<file path="config.mk">
export PLATFORM = sky130hd
export DESIGN_NAME = imc_weight_loader
export DESIGN_NICKNAME = d
export VERILOG_FILES = /design/src/rtl/imc_pkg.sv /design/src/rtl/imc_weight_loader.sv
export SDC_FILE = /design/constraint.sdc
export NUM_CORES = 1
export LEC_CHECK = 0
export BUFFER_PORTS_ARGS = -buffer_cell sky130_fd_sc_hd__buf_4
export CORE_MARGIN = 4
export CORE_UTILIZATION = 44
export DETAILED_ROUTE_END_ITERATION = 6
export PLACE_DENSITY = 0.81
export SLEW_MARGIN = 20
export SYNTH_ARGS = -nofsm -noshare
export SYNTH_HDL_FRONTEND = slang
export SYNTH_SLANG_ARGS = --single-unit
</file>
<file path="constraint.sdc">
create_clock -name clk -period 2.2 [get_ports clk]
set_input_delay 0.44 -clock clk [delete_from_list [all_inputs] [get_ports clk]]
set_output_delay 0.44 -clock clk [all_outputs]
set_load 0.1 [all_outputs]
</file>
<file path="src/rtl/imc_pkg.sv">
// Shared definitions for the in-memory-compute crossbar: controller register map,
// array size and the weight loader state encoding.
package imc_pkg;

   localparam logic [31:0] PROG_DATA_OFS  = 32'h0000_0000;
   localparam logic [31:0] PROG_ADDR_OFS  = 32'h0000_0004;
   localparam logic [31:0] V_INPUT_LO_OFS = 32'h0000_0008;
   localparam logic [31:0] V_INPUT_HI_OFS = 32'h0000_000C;
   localparam logic [31:0] RESULT_OFS     = 32'h0000_0010;

   localparam int unsigned IMC_N_CELLS = 64;

   typedef enum logic [2:0] {
      ST_IDLE    = 3'd0,
      ST_FETCH   = 3'd1,
      ST_WR_DATA = 3'd2,
      ST_WR_ADDR = 3'd3,
      ST_RD_CHK  = 3'd4,
      ST_WAIT_RV = 3'd5,
      ST_GAP     = 3'd6,
      ST_DONE    = 3'd7
   } loader_state_e;

   function automatic logic [31:0] reg_addr(input logic [31:0] base, input logic [31:0] ofs);
      return base + ofs;
   endfunction

endpackage

</file>
<file path="src/rtl/imc_weight_loader.sv">
// Streams weight bytes into the crossbar controller: per cell a PROG_DATA write,
// an optional readback check, then a PROG_ADDR write carrying the cell index.
module imc_weight_loader
   import imc_pkg::*;
#(
   parameter logic [31:0] BASE_ADDR = 32'h0000_0400,
   parameter int unsigned N_CELLS   = 64,
   parameter bit          VERIFY    = 1'b0
) (
   input  logic        clk,
   input  logic        rst,
   input  logic        start,
   input  logic        abort,
   input  logic        w_valid,
   output logic        w_ready,
   input  logic [7:0]  w_data,
   output logic        m_req,
   output logic        m_we,
   output logic [31:0] m_addr,
   output logic [31:0] m_wdata,
   input  logic        m_gnt,
   input  logic        m_rvalid,
   input  logic [31:0] m_rdata,
   output logic        busy,
   output logic        done,
   output logic        err,
   output logic [6:0]  cells_done
);

   localparam int unsigned CELLS_LIM = (N_CELLS > IMC_N_CELLS) ? IMC_N_CELLS : N_CELLS;
   localparam logic [6:0]  LAST_CNT  = 7'(CELLS_LIM);
   localparam logic [31:0] DATA_REG  = reg_addr(BASE_ADDR, PROG_DATA_OFS);
   localparam logic [31:0] ADDR_REG  = reg_addr(BASE_ADDR, PROG_ADDR_OFS);

   loader_state_e state_q, state_d;
   logic [7:0]    byte_q, byte_d;
   logic [6:0]    cells_q, cells_d;
   logic          abort_pend_q, abort_pend_d;
   logic          err_q, err_d;
   logic          m_req_q, m_req_d;
   logic          m_we_q, m_we_d;
   logic [31:0]   m_addr_q, m_addr_d;
   logic [31:0]   m_wdata_q, m_wdata_d;
   logic          w_ready_q, w_ready_d;
   logic          busy_q, busy_d;
   logic          done_q, done_d;
   logic          rdata_hi_unused_s;

   assign rdata_hi_unused_s = ^m_rdata[31:8];

   // Next-state logic, then bus/stream outputs decoded from the next state so they leave flops.
   always_comb begin
      state_d      = state_q;
      byte_d       = byte_q;
      cells_d      = cells_q;
      abort_pend_d = abort_pend_q;
      err_d        = err_q;

      case (state_q)
         ST_IDLE: begin
            if (start) begin
               state_d      = ST_FETCH;
               cells_d      = 7'd0;
               err_d        = 1'b0;
               abort_pend_d = 1'b0;
            end else begin
               state_d = ST_IDLE;
            end
         end
         ST_FETCH: begin
            if (abort) begin
               state_d = ST_DONE;
            end else if (w_valid) begin
               byte_d  = w_data;
               state_d = ST_WR_DATA;
            end else begin
               state_d = ST_FETCH;
            end
         end
         ST_WR_DATA: begin
            if (m_gnt) begin
               state_d = VERIFY ? ST_RD_CHK : ST_WR_ADDR;
            end else begin
               state_d = ST_WR_DATA;
            end
         end
         ST_RD_CHK: begin
            if (m_gnt) begin
               state_d = ST_WAIT_RV;
            end else begin
               state_d = ST_RD_CHK;
            end
         end
         ST_WAIT_RV: begin
            if (m_rvalid) begin
               if (m_rdata[7:0] != byte_q) begin
                  err_d = 1'b1;
               end else begin
                  err_d = err_q;
               end
               state_d = ST_WR_ADDR;
            end else begin
               state_d = ST_WAIT_RV;
            end
         end
         ST_WR_ADDR: begin
            if (m_gnt) begin
               state_d = ST_GAP;
            end else begin
               state_d = ST_WR_ADDR;
            end
         end
         ST_GAP: begin
            cells_d = cells_q + 7'd1;
            if ((cells_d == LAST_CNT) || abort || abort_pend_q) begin
               state_d = ST_DONE;
            end else begin
               state_d = ST_FETCH;
            end
         end
         ST_DONE: begin
            state_d = ST_IDLE;
         end
         default: begin
            state_d = ST_IDLE;
         end
      endcase

      // An abort seen mid-transaction is remembered until the next cell boundary.
      if ((state_q != ST_IDLE) && abort) begin
         abort_pend_d = 1'b1;
      end else begin
         abort_pend_d = abort_pend_d;
      end

      m_req_d   = 1'b0;
      m_we_d    = 1'b0;
      m_addr_d  = 32'h0000_0000;
      m_wdata_d = 32'h0000_0000;
      w_ready_d = 1'b0;
      done_d    = 1'b0;
      busy_d    = (state_d != ST_IDLE);

      case (state_d)
         ST_FETCH: begin
            w_ready_d = 1'b1;
         end
         ST_WR_DATA: begin
            m_req_d   = 1'b1;
            m_we_d    = 1'b1;
            m_addr_d  = DATA_REG;
            m_wdata_d = {24'h00_0000, byte_d};
         end
         ST_RD_CHK: begin
            m_req_d  = 1'b1;
            m_addr_d = DATA_REG;
         end
         ST_WR_ADDR: begin
            m_req_d   = 1'b1;
            m_we_d    = 1'b1;
            m_addr_d  = ADDR_REG;
            m_wdata_d = {26'h000_0000, cells_d[5:0]};
         end
         ST_DONE: begin
            done_d = 1'b1;
         end
         default: begin
            done_d = 1'b0;
         end
      endcase
   end

   // State and registered outputs; reset abandons any bus transaction in flight.
   always_ff @(posedge clk or posedge rst) begin
      if (rst) begin
         state_q      <= ST_IDLE;
         byte_q       <= 8'h00;
         cells_q      <= 7'd0;
         abort_pend_q <= 1'b0;
         err_q        <= 1'b0;
         m_req_q      <= 1'b0;
         m_we_q       <= 1'b0;
         m_addr_q     <= 32'h0000_0000;
         m_wdata_q    <= 32'h0000_0000;
         w_ready_q    <= 1'b0;
         busy_q       <= 1'b0;
         done_q       <= 1'b0;
      end else begin
         state_q      <= state_d;
         byte_q       <= byte_d;
         cells_q      <= cells_d;
         abort_pend_q <= abort_pend_d;
         err_q        <= err_d;
         m_req_q      <= m_req_d;
         m_we_q       <= m_we_d;
         m_addr_q     <= m_addr_d;
         m_wdata_q    <= m_wdata_d;
         w_ready_q    <= w_ready_d;
         busy_q       <= busy_d;
         done_q       <= done_d;
      end
   end

   assign w_ready    = w_ready_q;
   assign m_req      = m_req_q;
   assign m_we       = m_we_q;
   assign m_addr     = m_addr_q;
   assign m_wdata    = m_wdata_q;
   assign busy       = busy_q;
   assign done       = done_q;
   assign err        = err_q;
   assign cells_done = cells_q;

endmodule

</file>
# [Yosys cells after proc, flatten, opt, wreduce, memory -nomap -nowiden]
# Cells that the tools add are included.
[classes] eq_ne=17 reduce_logical=16 n_mux=26 add_sub_neg=1
[op_table] op="$mux 8" count=3
[op_table] op="$pmux 3 s8" count=1
[op_table] op="$pmux 11 s2" count=1
[op_table] op="$eq 3x3->1 const B" count=6
[op_table] op="$pmux 8 s2" count=1
[op_table] op="$pmux 7 s2" count=1
[op_table] op="$eq 3x2->1 const B" count=4
[op_table] op="$mux 1" count=12
[op_table] op="$mux 3" count=4
[op_table] op="$ne 8x8->1" count=1
[op_table] op="$reduce_bool 2->1" count=4
[op_table] op="$add 7x1->7 const B" count=1
[op_table] op="$eq 7x7->1 const B" count=1
[op_table] op="$mux 7" count=1
[op_table] op="$eq 3x1->1 const B" count=2
[op_table] op="$ne 2x2->1 const B" count=3
[op_table] op="$reduce_bool 3->1" count=2
[op_table] op="$reduce_and 2->1" count=2
[op_table] op="$reduce_and 4->1" count=1
[op_table] op="$reduce_or 2->1" count=2
[op_table] op="$logic_not 3->1" count=1
[op_table] op="$reduce_or 3->1" count=1
[op_table] op="$logic_or 1x1->1" count=2
[op_table] op="$mux 2" count=1
[op_table] op="other kinds (2)" count=2
[totals] ff_bits=89 inputBits=47

# [Logic depth before layout (Yosys ltp)]
[depth] word_depth=9 depth_mapped=7 ltp_nobuf=6

# [Worst setup path after synthesis]
# Ideal clock, no wire load.
[synth_path] path_type="register to register" startpoint="register cells_q[0], in the netlist cells_done[0]" endpoint="register busy_q, in the netlist busy" period_less_slack_ns=2.445 arrival_time_ns=2.313 setup_ns=0.131 stages_incl_launch_ff=7 path_slack_ns=-0.245 cell_sequence="dfrtp_1 ha_1 nand2_1 nor4_1 o41ai_1 nand2b_2 or3_1"
[synth_via] elab_chain_len=7
[synth_rtl] item="start: declaration" line="imc_weight_loader.sv:37" text="logic [6:0] cells_q, cells_d;"
[synth_rtl] item="start signal: assignment" line="imc_weight_loader.sv:191" text="cells_q <= cells_d;"
[synth_rtl] item="$add 7x1->7" line="imc_weight_loader.sv:114" text="cells_d = cells_q + 7'd1;"
[synth_rtl] item="$eq 7x7->1" line="imc_weight_loader.sv:115" text="if ((cells_d == LAST_CNT) || abort || abort_pend_q) begin"
[synth_rtl] item="$logic_or 1x1->1 (2 in a row)" line="imc_weight_loader.sv:115"
[synth_rtl] item="$mux 3" line="imc_weight_loader.sv:115"
[synth_rtl] item="$pmux 3 s8" line="imc_weight_loader.sv:59" text="case (state_q)"
[synth_rtl] item="named net state_d[1]" line="imc_weight_loader.sv:35" text="loader_state_e state_q, state_d;"
[synth_rtl] item="$reduce_bool 3->1" line="imc_weight_loader.sv:142" text="busy_d = (state_d != ST_IDLE);"
[synth_rtl] item="named net busy_d" line="imc_weight_loader.sv:45" text="logic busy_q, busy_d;"
[synth_rtl] item="end signal: assignment" line="imc_weight_loader.sv:199" text="busy_q <= busy_d;"
[synth_rtl] item="end: declaration" line="imc_weight_loader.sv:45"
# The timed path passes the listed nets, and every way through them passes these cells.
# A chain may end at the register's enable or synchronous reset.

# [Final worst setup path]
[layout_path] startpoint="register state_q[0]" endpoint="register m_wdata_q[5], in the netlist m_wdata[5]"
[layout_via] elab_chain_len=4 elab_cells_between_ends=14
[layout_rtl] item="start: declaration" line="imc_weight_loader.sv:35"
[layout_rtl] item="start signal: assignment" line="imc_weight_loader.sv:189" text="state_q <= state_d;"
[layout_rtl] item="$eq 3x3->1, or another cell as far along" line="imc_weight_loader.sv:59"
[layout_rtl] item="$pmux 3 s8" line="imc_weight_loader.sv:59"
[layout_rtl] item="$eq 3x2->1" line="imc_weight_loader.sv:144" text="case (state_d)"
[layout_rtl] item="$pmux 8 s2 *" line="imc_weight_loader.sv:144"
[layout_rtl] item="named net m_wdata_d[5]" line="imc_weight_loader.sv:43" text="logic [31:0] m_wdata_q, m_wdata_d;"
[layout_rtl] item="end signal: assignment" line="imc_weight_loader.sv:197" text="m_wdata_q <= m_wdata_d;"
[layout_rtl] item="end: declaration" line="imc_weight_loader.sv:43"
# The timed path passes the listed nets; every way through them passes the cells marked *.

==> metrics.txt <==
# TYPE chip_impl_metric gauge
chip_impl_metric{name="antenna_cells",unit=""} 0
chip_impl_metric{name="rows",unit=""} 24
chip_impl_info{name="critPathLaunchType",value="flop"} 1
chip_impl_info{name="busiest_metal_layer_after_global_routing",value="met2"} 1
chip_impl_metric{name="cts-buffers-inserted",unit=""} 5
chip_impl_metric{name="synth.yosys.seq_area_share",unit="%"} 41.9
chip_impl_info{name="hold_class",value="in -> async"} 1
chip_impl_metric{name="synth_enable_flop_cells",unit=""} 0
chip_impl_metric{name="detailedPlace.worstSlack",unit="ps"} 223
chip_impl_metric{name="detailroute.via_count",unit=""} 1457
chip_impl_metric{name="synth_xor_area_share",unit="%"} 3.77
chip_impl_metric{name="routed_wire_length",unit="mm"} 4.15
chip_impl_metric{name="grtUsageMet1",unit="%"} 16.9
chip_impl_metric{name="remaining_global_route_overflow",unit=""} 0
chip_impl_metric{name="finalClockSkew",unit="ps"} 6.75
chip_impl_info{name="outcome",value="complete, no violations"} 1
chip_impl_metric{name="n_fill_cell",unit=""} 437
chip_impl_metric{name="synth_top_area_share",unit="%"} 41.9
chip_impl_info{name="main_combinational_cell_family_by_area_after_synthesis",value="buffers and inverters"} 1
chip_impl_metric{name="timing.final.setup_violations",unit=""} 0
chip_impl_info{name="cells_taking_the_most_area_after_synthesis",value="sky130_fd_sc_hd__dfrtp_1, sky130_fd_sc_hd__buf_4, sky130_fd_sc_hd__xnor2_1"} 1
chip_impl_metric{name="number_of_clock_sinks",unit=""} 35
chip_impl_metric{name="multi_input_gate_area_in_the_final_layout",unit="sq um"} 932
chip_impl_info{name="type_of_the_worst_setup_path",value="reg -> reg"} 1
chip_impl_metric{name="via_count_of_the_first_global_routing_pass",unit=""} 1378
chip_impl_metric{name="antenna_violating_nets_post_route",unit=""} 0
chip_impl_metric{name="io_pins",unit=""} 124
chip_impl_metric{name="finalMaxSlewViolations",unit=""} 0
chip_impl_info{name="yosys_most_used_dff",value="sky130_fd_sc_hd__dfrtp_1"} 1
chip_impl_metric{name="storage_element_area",unit="sq um"} 882
chip_impl_metric{name="synth_async_sr_flop_share",unit="%"} 100
chip_impl_metric{name="timing.final.crit_period",unit="ps"} 1980
chip_impl_metric{name="yosysUniqueCellTypes",unit=""} 47
chip_impl_metric{name="initial_core_utilization",unit="%"} 46.7
chip_impl_metric{name="cts_hold_buffers",unit=""} 0
chip_impl_metric{name="syn_area",unit="sq mm"} 0.00209
chip_impl_metric{name="reg2reg_slack",unit="ps"} 220
chip_impl_metric{name="arrival",unit="ps"} 2140
chip_impl_metric{name="clkSlewWorstSetupHoldPaths",unit="ps"} 70
chip_impl_metric{name="met2_usage",unit="%"} 24.1
chip_impl_info{name="r2r_start",value="state_q[0]"} 1
chip_impl_metric{name="grt_max_degree",unit=""} 36
chip_impl_metric{name="postCtsSetupRepairBufs",unit=""} 0
chip_impl_info{name="reg2reg_to",value="m_wdata[5]"} 1
chip_impl_metric{name="syn2layout_area_growth",unit="%"} 15.4
chip_impl_metric{name="synth_cells",unit=""} 212
chip_impl_metric{name="die_area",unit="sq mm"} 0.00591
chip_impl_metric{name="clk_path_buf_depth",unit=""} 2
chip_impl_metric{name="finalSetupTns",unit="ps"} 0
chip_impl_metric{name="placer_congestion_estimate",unit=""} 0.794
chip_impl_metric{name="die_y",unit="microns"} 76.9
chip_impl_info{name="tritoncts",value="yes"} 1
chip_impl_metric{name="worstPathMaxFanout",unit=""} 15
chip_impl_metric{name="global_route_wire_length_before_repair",unit="mm"} 6.76
chip_impl_metric{name="dp_hpwl",unit="mm"} 3.30
chip_impl_info{name="cts_root_buffer",value="sky130_fd_sc_hd__clkbuf_8"} 1
chip_impl_metric{name="synth_simple_gate_area_share",unit="%"} 16.8
chip_impl_metric{name="syn_avg_cell_area",unit="sq um"} 9.85
chip_impl_metric{name="initialDrtViolationCount",unit=""} 64
chip_impl_metric{name="worstSkewPairLatency",unit="ps"} 290
chip_impl_metric{name="fp.coreArea",unit="sq mm"} 0.00447
chip_impl_metric{name="route.detailed.wl_per_inst",unit="microns"} 13.2
chip_impl_metric{name="remaining_drc_errors",unit=""} 0
chip_impl_metric{name="data_required_time_of_the_worst_path",unit="ps"} 2360
chip_impl_metric{name="max-cap-violations",unit=""} 0
chip_impl_metric{name="synth_fa_ha_area_share",unit="%"} 0.599
chip_impl_metric{name="detail_route.first_pass.iterations",unit=""} 4
chip_impl_metric{name="use_met3",unit="%"} 5.74
chip_impl_metric{name="achievable-frequency",unit="GHz"} 0.505
chip_impl_metric{name="avgViaCountPerCell",unit=""} 4.63
chip_impl_metric{name="setup_ws",unit="ps"} 221
chip_impl_metric{name="yosys_warnings",unit=""} 0
chip_impl_info{name="synth_top_area_cell",value="sky130_fd_sc_hd__dfrtp_1"} 1
chip_impl_metric{name="layout_worst_path_cycle_share",unit="%"} 89.9
chip_impl_info{name="worst_setup_path_end_kind",value="flop"} 1
chip_impl_metric{name="layout_cells_sized_above_1",unit="%"} 27.4
chip_impl_metric{name="maximum_level_of_the_cts_h_tree",unit=""} 2
chip_impl_metric{name="num-nets-final",unit=""} 310
chip_impl_metric{name="grt_antenna_before_repair",unit=""} 0
chip_impl_metric{name="finalHoldViolations",unit=""} 0
chip_impl_metric{name="buffer_ports.inserted",unit=""} 45
chip_impl_metric{name="grt_usage",unit="%"} 14.5
chip_impl_metric{name="reg2regPathDepth",unit=""} 6
chip_impl_metric{name="share_of_the_synthesized_area_in_compound_gates_ao_oa_aoi_oai",unit="%"} 9.77
chip_impl_metric{name="multiplexer_area_fraction_after_synthesis",unit="%"} 3.95
chip_impl_metric{name="cts.repair.resized",unit=""} 0
chip_impl_metric{name="ys_ff_latch",unit=""} 35
chip_impl_info{name="grt_setup_unrepaired",value="no"} 1
chip_impl_metric{name="die_w",unit="microns"} 76.9
## layer usage
layer	part of all wire, %	up-vias	routed length, microns
met5	0	-	0
met4	1.1	0	46
met3	9.6	6	398
met2	48	59	2010
met1	41	679	1690
li1	-	713	-
## through the flow
stage,util (%),cells,hold slack [ps],area (sq um)
after detailed placement,51.2,307,501,2290
after floorplan,-,265,498,2290
after CTS,53.9,315,254,2410
after global placement,51.2,307,491,2290
after global routing,53.9,315,281,2410
final,53.9,315,237,2410
## registers in the layout (all words and copies together), names as in the netlist
register	flops
byte_q	8
err	1
done	1
busy	1
m_wdata	8
m_req	1
m_addr	2
w_ready	1
state_q	3
m_we	1
abort_pend_q	1
cells_done	7
## cell families (layout without fill, tap and decap cells)
kind of cell / after synthesis / after routing
AOI/OAI and AO/OA: 30 / 30
xor gates and xnor gates: 9 / 9
adders and majority gates: 1 / 1
buffers and inverters: 70 / 68
DFF: 35 / 35
muxes: 8 / 8
other: 1 / 54
and+or+nand+nor: 58 / 58
## how the worst max path moves through the flow
stage | start | slack [ps] | to
CTS | state_q[0] | 220 | m_wdata[5]
floorplan | cells_done[0] | 20 | busy
detailed placement | state_q[0] | 220 | m_wdata[5]
global placement | state_q[0] | 290 | m_wdata[2]
global route | state_q[0] | 20 | m_wdata[5]
finish | state_q[0] | 220 | m_wdata[5]
## placed cells by master, fill, tap and decap left out, types with 3 or more instances in the layout
master and count:
sky130_fd_sc_hd__conb_1 54, sky130_fd_sc_hd__buf_4 50, sky130_fd_sc_hd__dfrtp_1 30, sky130_fd_sc_hd__nor2_1 14
sky130_fd_sc_hd__inv_1 10, sky130_fd_sc_hd__nand2_1 9, sky130_fd_sc_hd__xnor2_1 8, sky130_fd_sc_hd__nand3_1 7
sky130_fd_sc_hd__a21oi_1 7, sky130_fd_sc_hd__mux2i_1 6, sky130_fd_sc_hd__a2bb2oi_1 6, sky130_fd_sc_hd__clkbuf_8 6
sky130_fd_sc_hd__o21ai_0 5, sky130_fd_sc_hd__dfrtp_2 5, sky130_fd_sc_hd__nor2b_1 4, sky130_fd_sc_hd__nor4_1 3
## critical path: stages, from the launching register on
cell                        delay [ps]
sky130_fd_sc_hd__dfrtp_1           530
sky130_fd_sc_hd__nor4bb_1          220
sky130_fd_sc_hd__o21bai_1          280
sky130_fd_sc_hd__nor4bb_1          370
sky130_fd_sc_hd__buf_4             220
sky130_fd_sc_hd__a2bb2oi_1         160
sky130_fd_sc_hd__nor2_1             60
## cell type report
cell class,count,area share (%)
Clock buffer,6,3.43
Clock inverter,2,1.45
Inverter,10,1.56
Multi-Input combinational cell,160,38.7
Sequential cell,35,36.6
Tap cell,52,2.70
Timing Repair Buffer,50,15.6
## Yosys cell counts, types with 4 or more instances
master,count
sky130_fd_sc_hd__buf_4,54
sky130_fd_sc_hd__dfrtp_1,35
sky130_fd_sc_hd__nor2_1,14
sky130_fd_sc_hd__inv_1,10
sky130_fd_sc_hd__nand2_1,9
sky130_fd_sc_hd__xnor2_1,8
sky130_fd_sc_hd__a21oi_1,7
sky130_fd_sc_hd__nand3_1,7
sky130_fd_sc_hd__a2bb2oi_1,6
sky130_fd_sc_hd__mux2i_1,6
sky130_fd_sc_hd__buf_2,5
sky130_fd_sc_hd__o21ai_0,5
sky130_fd_sc_hd__nor2b_1,4
Power is not shown: default switching activity piles up to over one toggle a cycle in this logic, so the estimate is an artifact.
